--- src/rtl/pe_pkg.sv ---
// Shared constants for the PE array sequencer: per-PE mode codes, job opcodes and
// the controller state encoding.
package pe_pkg;

  localparam logic [1:0] MODE_SINGLE = 2'd0;
  localparam logic [1:0] MODE_SA     = 2'd1;
  localparam logic [1:0] MODE_SAVE   = 2'd2;
  localparam logic [1:0] MODE_HOLD   = 2'd3;

  localparam logic OP_SA     = 1'b0;
  localparam logic OP_SINGLE = 1'b1;

  typedef enum logic [2:0] {
    ST_IDLE  = 3'd0,
    ST_LOAD  = 3'd1,
    ST_RUN   = 3'd2,
    ST_DRAIN = 3'd3,
    ST_DONE  = 3'd4
  } ctrl_state_e;

endpackage

--- src/rtl/pe_mode_align.sv ---
// One-cycle register stage that delays per-PE mode and activate so they reach the
// PEs together with the buffer data read at the paired address.
module pe_mode_align
  import pe_pkg::*;
#(
  parameter int NUM_PE = 4
) (
  input  logic                  clk,
  input  logic                  rst,
  input  logic [2*NUM_PE-1:0]   mode_i,
  input  logic                  act_i,
  output logic [2*NUM_PE-1:0]   mode_o,
  output logic                  act_o
);

  logic [2*NUM_PE-1:0] mode_q;
  logic                act_q;

  always_ff @(posedge clk or posedge rst) begin
    if (rst) begin
      mode_q <= {NUM_PE{MODE_HOLD}};
      act_q  <= 1'b0;
    end else begin
      mode_q <= mode_i;
      act_q  <= act_i;
    end
  end

  assign mode_o = mode_q;
  assign act_o  = act_q;

endmodule

--- src/rtl/pe_array_ctrl.sv ---
// Sequencer for a 1-D PE chain: runs SA jobs (load weights, stream inputs, drain)
// and SINGLE jobs (accumulate in PE0), issuing buffer addresses and per-PE modes.
// Handshake: start_i is taken only in IDLE with abort_i low; busy_o stays high while
// a job is in flight and done_o pulses for one cycle in the job's final cycle.
module pe_array_ctrl
  import pe_pkg::*;
#(
  parameter int NUM_PE = 4,
  parameter int LEN_W  = 5,
  parameter int AW     = 5
) (
  input  logic                clk,
  input  logic                rst,
  input  logic                start_i,
  input  logic                cfg_op_i,
  input  logic [LEN_W-1:0]    cfg_len_i,
  input  logic                abort_i,
  output logic                busy_o,
  output logic                done_o,
  output logic [AW-1:0]       wbuf_addr_o,
  output logic [AW-1:0]       ibuf_addr_o,
  output logic [2*NUM_PE-1:0] pe_mode_o,
  output logic                pe_activate_o,
  output ctrl_state_e         dbg_state_o
);

  // cnt must reach NUM_PE in SA drain and cfg_len-1 in RUN
  localparam int CW = (LEN_W > $clog2(NUM_PE + 1)) ? LEN_W : $clog2(NUM_PE + 1);

  ctrl_state_e         state_q, state_d;
  logic [CW-1:0]       cnt_q, cnt_d;
  logic                op_q, op_d;
  logic [LEN_W-1:0]    len_q, len_d;
  logic [2*NUM_PE-1:0] mode_raw;
  logic                act_raw;
  logic                load_last, run_last, drain_last;

  assign load_last  = (cnt_q == CW'(NUM_PE - 1));
  assign run_last   = (cnt_q == CW'(len_q) - CW'(1));
  assign drain_last = (op_q == OP_SINGLE) ? (cnt_q == '0) : (cnt_q == CW'(NUM_PE));

  always_ff @(posedge clk or posedge rst) begin
    if (rst) begin
      state_q <= ST_IDLE;
      cnt_q   <= '0;
      op_q    <= OP_SA;
      len_q   <= '0;
    end else begin
      state_q <= state_d;
      cnt_q   <= cnt_d;
      op_q    <= op_d;
      len_q   <= len_d;
    end
  end

  always_comb begin
    state_d     = state_q;
    op_d        = op_q;
    len_d       = len_q;
    wbuf_addr_o = '0;
    ibuf_addr_o = '0;
    mode_raw    = {NUM_PE{MODE_HOLD}};
    act_raw     = 1'b0;

    case (state_q)
      ST_IDLE: begin
        if (start_i && !abort_i) begin
          op_d  = cfg_op_i;
          len_d = cfg_len_i;
          if (cfg_op_i == OP_SINGLE) state_d = (cfg_len_i == '0) ? ST_DRAIN : ST_RUN;
          else                       state_d = ST_LOAD;
        end
      end
      ST_LOAD: begin
        wbuf_addr_o = AW'(cnt_q);
        for (int k = 0; k < NUM_PE; k++) begin
          if (cnt_q == CW'(k)) mode_raw[2*k +: 2] = MODE_SAVE;
        end
        if (load_last) state_d = (len_q == '0) ? ST_DRAIN : ST_RUN;
      end
      ST_RUN: begin
        ibuf_addr_o = AW'(cnt_q);
        act_raw     = 1'b1;
        if (op_q == OP_SINGLE) begin
          wbuf_addr_o   = AW'(cnt_q);
          mode_raw[1:0] = MODE_SINGLE;
        end else begin
          mode_raw = {NUM_PE{MODE_SA}};
        end
        if (run_last) state_d = ST_DRAIN;
      end
      ST_DRAIN: begin
        if (op_q == OP_SINGLE) mode_raw[1:0] = MODE_SINGLE;
        else                   mode_raw      = {NUM_PE{MODE_SA}};
        if (drain_last) state_d = ST_DONE;
      end
      ST_DONE: begin
        state_d = ST_IDLE;
      end
      default: begin
        state_d = ST_IDLE;
      end
    endcase

    // Abort wins over any normal transition and parks the chain in HOLD next cycle
    if (abort_i && state_q != ST_IDLE) begin
      state_d  = ST_IDLE;
      mode_raw = {NUM_PE{MODE_HOLD}};
      act_raw  = 1'b0;
    end

    cnt_d = (state_d == state_q && state_q != ST_IDLE) ? cnt_q + CW'(1) : '0;
  end

  assign busy_o      = (state_q != ST_IDLE);
  assign done_o      = (state_q == ST_DONE) && !abort_i;
  assign dbg_state_o = state_q;

  pe_mode_align #(
    .NUM_PE (NUM_PE)
  ) u_align (
    .clk    (clk),
    .rst    (rst),
    .mode_i (mode_raw),
    .act_i  (act_raw),
    .mode_o (pe_mode_o),
    .act_o  (pe_activate_o)
  );

endmodule

--- config.mk ---
export PLATFORM = sky130hd
export DESIGN_NAME = pe_array_ctrl
export DESIGN_NICKNAME = d
export VERILOG_FILES = /design/src/rtl/pe_pkg.sv /design/src/rtl/pe_mode_align.sv /design/src/rtl/pe_array_ctrl.sv
export SDC_FILE = /design/constraint.sdc
export NUM_CORES = 1
export LEC_CHECK = 0
export BUFFER_PORTS_ARGS = -buffer_cell sky130_fd_sc_hd__buf_2
export CORE_MARGIN = 1.5
export CORE_UTILIZATION = 47
export CTS_CLUSTER_DIAMETER = 80
export DETAILED_ROUTE_END_ITERATION = 6
export PLACE_DENSITY = 0.83
export SYNTH_ARGS = -nofsm -noshare
export SYNTH_HDL_FRONTEND = slang
export SYNTH_SLANG_ARGS = --single-unit
export TNS_END_PERCENT = 50
--- constraint.sdc ---
create_clock -name clk -period 1.9 [get_ports clk]
set_input_delay 0.285 -clock clk [delete_from_list [all_inputs] [get_ports clk]]
set_output_delay 0.285 -clock clk [all_outputs]
set_load 0.03 [all_outputs]
==> results.tsv, run 1 <==
stage	metric	value	unit
critical_path	Reg-to-Reg End	cnt_q[1]	
placement	Place WS	-0.00476	ns
clocking	Clock transition at path regs	0.12	ns
floorplanning	Die Area	3200	µm²
power_and_ir_drop	Pleak	0.867	nW
yosys	Avg Cell Area, Syn	9.76	µm²
cells_and_area	Multi-input gate area	803	µm²
cells_and_area	total inserted antenna cells	0	
run	Max-cap violations	0	
yosys	Distinct cells, synth	39	
outcome	outcome	finished with violations	
clocking	clk root buf	clkbuf_4	
critical_path	crit path cell chain	inv_1 -> ha_1 -> nor4b_2 -> nor3b_2 -> o22ai_2 -> a32oi_4 -> mux2i_1	
placement	IO buf count	33	
route	Remaining DRCs	0	
floorplanning	chip width	56.5	µm
critical_path	type of the worst setup path	reg2reg	
placement	GP Congestion	0.900	
timing	fin crit period	1.92	ns
critical_path	Reg2Reg Depth	7	
power_and_ir_drop	final total power	0.00214	W
cells_and_area	register area	542	µm²
timing	RSZ-0062 raised after global routing	yes	
clocking	CTS tree	done	
critical_path	CP max stage cell	dfrtp_1	
timing	Final Hold Vio Count	0	
critical_path	reg2reg setup slack	-0.02	ns
min_path	HP Class	in2async	
clocking	CTS sink cnt	21	
cells_and_area	filler instances	215	
timing	normalized max-slew margin	47.1	%
clocking	H-tree depth	1	
cells_and_area	Layout area overhead	33.6	%
yosys	Post-Syn Nets	153	
floorplanning	num rows	19	
critical_path	Worst Setup End Kind	flip-flop	
critical_path	worst r2r src	len_q[1]	
floorplanning	Die Y-Extent	56.5	µm
route	WL/cell	17.1	µm
timing	final worst setup slack	-0.0188	ns
clocking	Num CTS Buffers	3	
critical_path	CP max stage delay	0.42	ns
route	1st-pass router iterations	4	
placement	DP HPWL	2.53	mm
yosys	Synth Flop Type	dfrtp_1	
power_and_ir_drop	worst vdd ir	0.000989	V
floorplanning	total core area	2730	µm²
route	WL final	3.85	mm
yosys	EDFF count, synth	0	
critical_path	Crit path arrival time	2.16	ns
critical_path	crit path max fanout	6	
global_route	initial antenna violation count	0	
floorplanning	Initial Utilization	49.3	%
timing	Worst Skew	0.00293	ns
yosys	share of the yosys chip area belonging to registers	39.6	%
timing	worst slew pin tran	0.792	ns
yosys	Synth Cell Area	1350	µm²
yosys	FF+latch count, synth	21	
global_route	first-pass GRT wire length	5.75	mm
critical_path	Crit path required time	2.14	ns
critical_path	Bufs and invs on worst path	1	
clocking	CTS max path bufs	2	
yosys	synth warn	0	
power_and_ir_drop	PwrDens	1190	nW/µm²
global_route	Tot GR Track Use	23.7	%
route	drt via density	5.54	
clocking	Worst-Skew Late Latency	0.32	ns
timing	Tcrit/Tclk final	101	%
critical_path	CP top delay family	compound AO/OA/AOI/OAI gates	
outcome	failing checks	negative setup slack	
route	Routed Antenna Nets	0	
floorplanning	I/O pin total	34	
global_route	GRT overflow	0	
cells_and_area	share of cells above drive strength 1	51.5	%
timing	Pins Over Slew Limit	0	
route	DRT iter0 DRCs	44	
yosys	share of synthesized registers carrying an async set or reset	100	%
clocking	CTS Hold Bufs	0	
critical_path	Startpoint Class	flip-flop	
yosys	post-synthesis cell count	138	
global_route	vias in the first global route	1173	
cells_and_area	NumNets Final	210	
timing	maximum clock frequency	521	MHz
route	vias	1247	
timing	final setup fails	1	
global_route	largest net degree at the start of global routing	22	
## per-layer routing
layer | global-route usage, % | vias up | routed length, µm
met5 | 0 | - | 0
met4 | 10.9 | 0 | 133
met3 | 3.23 | 13 | 115
met2 | 37.9 | 44 | 2030
met1 | 31.6 | 608 | 1560
li1 | - | 582 | -
## final cells by class
type                            instances  share of cell area (%)
Clock buffer                            4                    1.46
Inverter                                8                    1.67
Multi-Input combinational cell        102                    44.6
Sequential cell                        21                    30.1
Tap cell                               31                    2.15
Timing Repair Buffer                   59                    20.0
## timing repair
action / in CTS / in global routing
gates resized for setup: 9 / 12
cloned: 0 / 0
pin swaps: 0 / 1
buffers inserted: 2 / 6
setup endpoints to repair: 13 / 12
## cells by family after synthesis
group / count (synthesis) / synth area share, %
mux: 10 / 7.89
flops: 21 / 39.6
compound gates: 14 / 9.19
buf+inv: 15 / 5.76
fa+ha+maj: 5 / 4.64
simple gates: 64 / 27.1
xor+xnor: 9 / 5.85
## metrics by stage
step	TNS, ns	cells	cell area [µm²]	hold slack (ns)	util (%)
2_1_floorplan	-0.308	138	1350	0.257	-
3_3_place_gp	0	213	1640	0.456	60.0
3_5_place_dp	-0.00476	213	1640	0.486	60.0
4_1_cts	-0.0134	219	1710	0.134	62.7
5_1_grt	-0.919	225	1800	0.164	65.9
6_report	-0.0188	225	1800	0.0916	65.9
## sequential cells by signal, summed over array words and instances (netlist names)
register / count
op_q: 1
len_q: 5
cnt_q: 5
u_align.act_o: 1
dbg_state_o: 3
u_align.mode_o: 6
## Yosys cell counts (2+ instances only)
cell,number,area [µm²]
a21oi_1,3,15.0
and2_1,7,43.8
buf_2,2,10.0
buf_4,3,22.5
dfrtp_1,15,375
dfstp_2,6,158
ha_1,5,62.6
inv_1,8,30.0
mux2_2,5,56.3
mux2i_1,5,50.1
nand2_1,15,56.3
nand3_1,10,50.1
nor2_1,6,22.5
nor2b_1,5,31.3
nor3_1,8,40.0
nor3b_2,2,25.0
o21ai_0,2,10.0
o22ai_1,2,12.5
or4_1,2,15.0
xnor2_1,5,43.8
xor2_1,4,35.0
## worst max-delay path by stage
stage	endpoint	cells past startpoint	slack, ns	from
floorplan	wbuf_addr_o[0]	4	-0.15	dbg_state_o[1]
global placement	cnt_q[1]	7	0.09	cnt_q[0]
detailed placement	cnt_q[1]	7	-0.005	cnt_q[0]
CTS	cnt_q[1]	6	-0.01	cnt_q[0]
global route	cnt_q[1]	7	-0.13	len_q[1]
finish	cnt_q[1]	7	-0.02	len_q[1]
## power by group
| part | internal [W] | switching, W |
|---|---|---|
| clock network | 0.0000823 | 0.000150 |
| registers | 0.000577 | 0.000156 |
| logic | 0.000526 | 0.000655 |
| total | 0.00118 | 0.000960 |
## cell usage in the layout, fill, tap and decap left out, types with 6 or more instances in the layout
cell type,synthesis,layout
and2_1,7,7
buf_2,2,33
buf_4,3,26
dfrtp_1,15,8
dfrtp_2,0,7
dfstp_2,6,6
inv_1,8,6
nand2_1,15,15
nand3_1,10,10
nor2_1,6,6
nor3_1,8,7
No activity file was read; power rests on OpenSTA's default activity.
==> run 2: changes to the inputs <==
ABC_AREA = 1   (was default)
CORE_UTILIZATION = 46   (was 47)
PLACE_DENSITY = 0.82   (was 0.83)
==> run 2 against run 1 <==
  * The run now ends clean
  * Sequential cell count did not move
  * Final cell count rose by 6.2%
  * Area after synthesis fell by 6.7%
  * Die area fell by 4.4%
  * Fmax rose by 6.4%
  * Synthesized cell count rose by 25%
  * Via count fell by 3.0%
  * Non-clock buffer count fell by 23
  * Register-to-register slack improved by 0.25 ns
  * Wire length fell by 27%
  * Count of clock-buffer cells in the layout did not move
  * Final area fell by 16%
==> results.tsv, run 2 <==
stage	metric	value	unit	change
outcome	outcome	completed		
power_and_ir_drop	final total power	0.00190	W	-11%
critical_path	CP max stage cell	dfrtp_1		
cells_and_area	total inserted antenna cells	0		unchanged
clocking	clk root buf	clkbuf_4		
cells_and_area	commonest non-fill, non-tap cell in the layout	nand2_1		
yosys	Synth Flop Type	dfrtp_1		
timing	Pins Over Slew Limit	0		unchanged
critical_path	Startpoint Class	flip-flop		
critical_path	Crit path required time	1.62	ns	-0.52 ns
placement	DP HPWL	2.17	mm	-14%
clocking	CTS sink cnt	21		unchanged
timing	Final Hold Vio Count	0		unchanged
power_and_ir_drop	Pleak	0.806	nW	-7.0%
power_and_ir_drop	sequential share of power	35.7	%	+1.6 points
yosys	Synth Cell Area	1260	µm²	-6.7%
yosys	synth warn	0		unchanged
critical_path	crit path to	wbuf_addr_o[4]		
route	drt via density	5.06		-8.7%
yosys	synth cell count leaders	47 x nand2_1, 27 x nor2_1, 23 x inv_1		
critical_path	crit path cell chain	inv_2 -> nand2_2 -> nor2_4 -> a21oi_4 -> nor2_1 -> buf_2		
timing	final setup fails	0		-1
floorplanning	Die Y-Extent	55.3	µm	-2.2%
critical_path	beginning of the critical path	dbg_state_o[2]		
critical_path	Reg2Reg Depth	14		+7
critical_path	Crit path arrival time	1.52	ns	-0.64 ns
route	Routed Antenna Nets	0		unchanged
cells_and_area	share of cells above drive strength 1	29.2	%	-22 points
global_route	initial antenna violation count	0		unchanged
yosys	Synth top area share	29.9	%	+2.0 points
clocking	Clock transition at path regs	0.11	ns	about the same
critical_path	reg2reg setup slack	0.23	ns	+0.25 ns
placement	Post-Place Cell Area	1450	µm²	-11%
critical_path	Reg-to-Reg End	cnt_q[0]		
cells_and_area	NumNets Final	225		+7.1%
route	WL/cell	11.8	µm	-31%
global_route	Tot GR Track Use	19.0	%	-4.7 points
global_route	first-pass GRT wire length	4.74	mm	-18%
cells_and_area	design area	1510	µm²	-16%
floorplanning	total core area	2520	µm²	-7.7%
yosys	Distinct cells, synth	24		-38%
route	1st-pass router iterations	4		unchanged
yosys	EDFF count, synth	0		unchanged
critical_path	Worst Setup End Kind	output pin		
yosys	share of synthesized registers carrying an async set or reset	100	%	unchanged
yosys	Yosys top cell by area	dfrtp_1		
cells_and_area	most frequent cells in the layout	47 x nand2_1, 32 x buf_2, 27 x nor2_1, 21 x inv_1, 19 x nand3_1		
timing	worst slew pin tran	0.766	ns	-0.0263 ns
timing	fin crit period	1.80	ns	-0.115 ns
yosys	Avg Cell Area, Syn	7.27	µm²	-26%
floorplanning	Initial Utilization	49.9	%	+0.56 points
min_path	HP Class	in2async		
cells_and_area	Multi-input gate area	623	µm²	-22%
global_route	vias in the first global route	1133		-3.4%
power_and_ir_drop	PwrDens	1260	nW/µm²	+5.6%
power_and_ir_drop	Internal	0.000995	W	-16%
floorplanning	num rows	18		-1
placement	IO buf count	33		unchanged
power_and_ir_drop	sw frac	47.7	%	+2.9 points
clocking	H-tree depth	1		unchanged
yosys	post-synthesis cell count	173		+25%
clocking	Num CTS Buffers	3		unchanged
critical_path	type of the worst setup path	reg2out		
critical_path	worst r2r src	len_q[0]		
power_and_ir_drop	clock power share	11.1	%	+0.3 points
global_route	GRT overflow	0		unchanged
critical_path	CP max stage delay	0.40	ns	-0.02 ns
power_and_ir_drop	Net Sw Power	0.000907	W	-5.5%
global_route	largest net degree at the start of global routing	22		unchanged
route	Remaining DRCs	0		unchanged
clocking	CTS tree	done		
cells_and_area	Layout area overhead	20.3	%	
route	WL final	2.82	mm	-27%
timing	RSZ-0062 raised after global routing	yes		
timing	maximum clock frequency	555	MHz	+6.4%
power_and_ir_drop	logic gate share of total power	53.2	%	-1.8 points
power_and_ir_drop	worst vdd ir	0.000701	V	-29%
floorplanning	I/O pin total	34		unchanged
yosys	cell with the most instances after synthesis	nand2_1		
timing	Worst Skew	0.00234	ns	-0.000593 ns
yosys	share of the yosys chip area belonging to registers	42.4	%	+2.8 points
yosys	FF+latch count, synth	21		unchanged
floorplanning	chip width	55.3	µm	-2.2%
placement	GP Congestion	0.922		+2.5%
clocking	CTS max path bufs	2		unchanged
clocking	Worst-Skew Late Latency	0.29	ns	-0.03 ns
timing	normalized max-slew margin	48.9	%	+1.8 points
floorplanning	Die Area	3060	µm²	-4.4%
cells_and_area	filler instances	251		+17%
timing	Tcrit/Tclk final	94.9	%	-6.1 points
critical_path	crit path max fanout	6		unchanged
cells_and_area	max reg flops	6		unchanged
route	DRT iter0 DRCs	41		-6.8%
route	vias	1210		-3.0%
run	Max-cap violations	0		unchanged
yosys	Post-Syn Nets	188		+23%
yosys	Synth area leaders	dfrtp_1 30%, nand2_1 14%, dfstp_2 13%		
cells_and_area	register area	536	µm²	-1.2%
[run 2: how the worst min path moves through the flow]
stage,start,endpoint,slack [ns],cells after the start
final,rst,len_q[4],0.11,2
after global routing,rst,dbg_state_o[2],0.18,2
after CTS,rst,cnt_q[2],0.13,2
after detailed placement,rst,len_q[4],0.46,2
after global placement,rst,len_q[2],0.46,2
after floorplan,rst,cnt_q[0],0.26,1
[run 2: worst max-delay path, delay by kind of cell (launching register included)]
family / cells / cell delay (ns)
AO/OA/AOI/OAI: 1 / 0.09
AND/OR/NAND/NOR: 3 / 0.41
flip-flops: 1 / 0.40
buffers and inverters: 2 / 0.32
[run 2: metal layers]
layer  GRT usage, %  up-vias  share of wire [%]
li1               -      601                  -
met1           25.2      567                 45
met2           30.4       40                 48
met3           3.75        2                5.8
met4           7.32        0                1.0
met5              0        -                  0
[run 2: stage by stage]
stage	setup TNS, ns	hold slack (ns)	utilization, %	worst slack (ns)	cells
6_report	0	0.106	60.0	0.0966	239
5_1_grt	-0.00739	0.183	60.0	-0.00739	239
4_1_cts	0	0.131	58.8	0.0151	239
3_5_place_dp	0	0.464	57.6	0.183	235
3_3_place_gp	0	0.456	57.6	0.229	235
2_1_floorplan	0	0.257	-	0.0262	173
[run 2: repair_timing]
action                                  in CTS  in global routing
gates cloned                                 0                  0
hold buffers                                 0                  0
setup buffers                                0                  0
endpoints found under the setup margin       5                 15
gates resized for setup                      1                  8
endpoints found under the hold margin        0                  0
[run 2: area by class of cell]
type,count,share of cell area [%]
Clock buffer,4,1.74
Tap cell,30,2.48
Inverter,26,6.62
Multi-Input combinational cell,122,41.2
Sequential cell,21,35.4
Timing Repair Buffer,36,12.6
[run 2: kinds of logic after synthesis]
group / synth area share, %
fa+ha+maj: 4.98
flops: 42.4
xor+xnor: 2.79
simple gates: 36.3
buf+inv: 10.3
compound gates: 3.18
[run 2: power by group through the flow]
stage	logic [W]	clock network, W	registers, W
floorplan	0.000662	0	0.000727
finish	0.00101	0.000211	0.000680
CTS	0.000955	0.000219	0.000664
detailed placement	0.000948	0	0.000668
global route	0.00116	0.000235	0.000694
global placement	0.000930	0	0.000667
==> run 3: changes to the inputs <==
==> constraint.sdc (replaced) <==
create_clock -name clk -period 1.9 [get_ports clk]
set_input_delay 0.19 -clock clk [delete_from_list [all_inputs] [get_ports clk]]
set_output_delay 0.19 -clock clk [all_outputs]
set_load 0.03 [all_outputs]
==> run 3 against run 2 <==
  * Wire length rose by 0.35%
  * Fmax rose by 3.6%
  * Sequential cell count did not move
  * Largest power group unchanged
==> results.tsv, run 3 (synthesis results as in run 2) <==
stage	metric	value	unit	change
power_and_ir_drop	Pleak	0.808	nW	+0.24%
cells_and_area	share of cells above drive strength 1	27.8	%	-1.4 points
clocking	CTS sink cnt	21		unchanged
route	drt via density	5.08		+0.33%
cells_and_area	commonest non-fill, non-tap cell in the layout	nand2_1		
power_and_ir_drop	PwrDens	1260	nW/µm²	about the same
critical_path	reg2reg setup slack	0.23	ns	about the same
critical_path	Crit path arrival time	1.55	ns	+0.03 ns
critical_path	CP max stage cell	dfrtp_1		
critical_path	type of the worst setup path	reg2out		
timing	worst slew pin tran	0.769	ns	+0.00258 ns
power_and_ir_drop	worst vdd ir	0.000696	V	-0.81%
timing	final setup fails	0		unchanged
route	DRT iter0 DRCs	43		+4.9%
clocking	setup bufs post-CTS	0		unchanged
placement	GP Congestion	0.922		unchanged
floorplanning	Initial Utilization	49.9	%	unchanged
timing	RSZ-0062 raised after global routing	no		
route	WL/cell	11.8	µm	+0.35%
route	1st-pass router iterations	4		unchanged
timing	Worst Skew	0.00174	ns	-0.000591 ns
route	Routed Antenna Nets	0		unchanged
critical_path	CP max stage delay	0.40	ns	about the same
route	WL final	2.83	mm	+0.35%
critical_path	crit path cell chain	inv_2 -> nand2_2 -> nor2_4 -> inv_1 -> nor2_1 -> buf_2		
timing	Setup TNS	0	ns	unchanged
global_route	vias in the first global route	1128		-0.44%
global_route	largest net degree at the start of global routing	22		unchanged
critical_path	worst r2r src	len_q[0]		
clocking	Num CTS Buffers	3		unchanged
critical_path	crit path to	ibuf_addr_o[4]		
floorplanning	Die Area	3060	µm²	unchanged
power_and_ir_drop	Net Sw Power	0.000901	W	-0.72%
power_and_ir_drop	Internal	0.000987	W	-0.90%
critical_path	beginning of the critical path	dbg_state_o[2]		
critical_path	Reg2Reg Depth	14		unchanged
route	vias	1214		+0.33%
critical_path	Startpoint Class	flip-flop		
floorplanning	I/O pin total	34		unchanged
cells_and_area	total inserted antenna cells	0		unchanged
floorplanning	chip width	55.3	µm	unchanged
cells_and_area	most frequent cells in the layout	47 x nand2_1, 33 x buf_2, 27 x nor2_1, 22 x inv_1, 19 x nand3_1		
global_route	initial antenna violation count	0		unchanged
floorplanning	Die Y-Extent	55.3	µm	unchanged
timing	Final Hold Vio Count	0		unchanged
cells_and_area	filler instances	254		+1.2%
timing	Tcrit/Tclk final	91.6	%	-3.3 points
clocking	CTS max path bufs	2		unchanged
power_and_ir_drop	sequential share of power	35.7	%	about the same
route	Remaining DRCs	0		unchanged
timing	normalized max-slew margin	48.7	%	-0.17 points
run	Max-cap violations	0		unchanged
cells_and_area	max reg flops	6		unchanged
global_route	Tot GR Track Use	18.9	%	-0.099 points
cells_and_area	Layout area overhead	19.3	%	
clocking	Clock transition at path regs	0.11	ns	about the same
placement	IO buf count	33		unchanged
cells_and_area	NumNets Final	225		unchanged
cells_and_area	Util after Layout	59.5	%	-0.50 points
timing	maximum clock frequency	575	MHz	+3.6%
clocking	H-tree depth	1		unchanged
outcome	outcome	completed		
min_path	HP Class	in2async		
critical_path	Crit path required time	1.71	ns	+0.09 ns
placement	DP HPWL	2.17	mm	unchanged
clocking	post_cts resized	0		-1
critical_path	crit path max fanout	6		unchanged
clocking	clk root buf	clkbuf_4		
timing	Pins Over Slew Limit	0		unchanged
power_and_ir_drop	clock power share	11.2	%	about the same
global_route	first-pass GRT wire length	4.72	mm	-0.44%
power_and_ir_drop	sw frac	47.7	%	about the same
clocking	CTS tree	done		
power_and_ir_drop	logic gate share of total power	53.1	%	about the same
floorplanning	total core area	2520	µm²	unchanged
critical_path	Reg-to-Reg End	cnt_q[0]		
timing	final worst setup slack	0.160	ns	+0.0630 ns
clocking	Worst-Skew Late Latency	0.29	ns	about the same
clocking	CTS Hold Bufs	0		unchanged
timing	fin crit period	1.74	ns	-0.0630 ns
global_route	GRT overflow	0		unchanged
floorplanning	num rows	18		unchanged
critical_path	Worst Setup End Kind	output pin		
placement	Place WS	0.183	ns	unchanged
-- run 3: area by class of cell --
type / instances / area [µm²] / share of cell area [%]
inverter: 26 / 100 / 6.67
tap: 30 / 37.5 / 2.50
sequential: 21 / 533 / 35.5
timing repair buffer: 36 / 188 / 12.5
multi-input combinational: 122 / 616 / 41.0
clock buffer: 4 / 26.3 / 1.75
-- run 3: routing by layer --
metal / wire length (µm) / part of all wire, % / global-route usage, %
met5: 0 / 0 / 0
met4: 41 / 1.4 / 7.32
met3: 155 / 5.5 / 3.51
met2: 1330 / 47 / 30.1
met1: 1300 / 46 / 25.4
-- run 3: critical path: cells and delay by family (launching register included) --
kind	cells	cell delay, ns
simple gates	3	0.39
flops	1	0.40
buf+inv	3	0.45
-- run 3: how the worst min path moves through the flow --
stage	endpoint	slack (ns)	cells after the start
floorplan	cnt_q[0]	0.16	1
global placement	len_q[2]	0.36	2
detailed placement	len_q[4]	0.37	2
CTS	cnt_q[2]	0.04	2
global route	dbg_state_o[0]	0.09	2
finish	len_q[4]	0.01	2
-- run 3: per-stage QoR --
step	total power, W	instance area [µm²]	instances	hold WS, ns
floorplan	0.00139	1260	173	0.162
global placement	0.00160	1450	235	0.361
detailed placement	0.00162	1450	235	0.369
CTS	0.00183	1480	239	0.0358
global route	0.00207	1500	239	0.0886
finish	0.00189	1500	239	0.0128
-- run 3: power groups by stage --
stage	combinational [W]	clock [W]	sequential, W
5_1_grt	0.00115	0.000235	0.000687
6_report	0.00100	0.000211	0.000674
3_5_place_dp	0.000948	0	0.000668
3_3_place_gp	0.000930	0	0.000667
2_1_floorplan	0.000662	0	0.000727
4_1_cts	0.000950	0.000219	0.000662
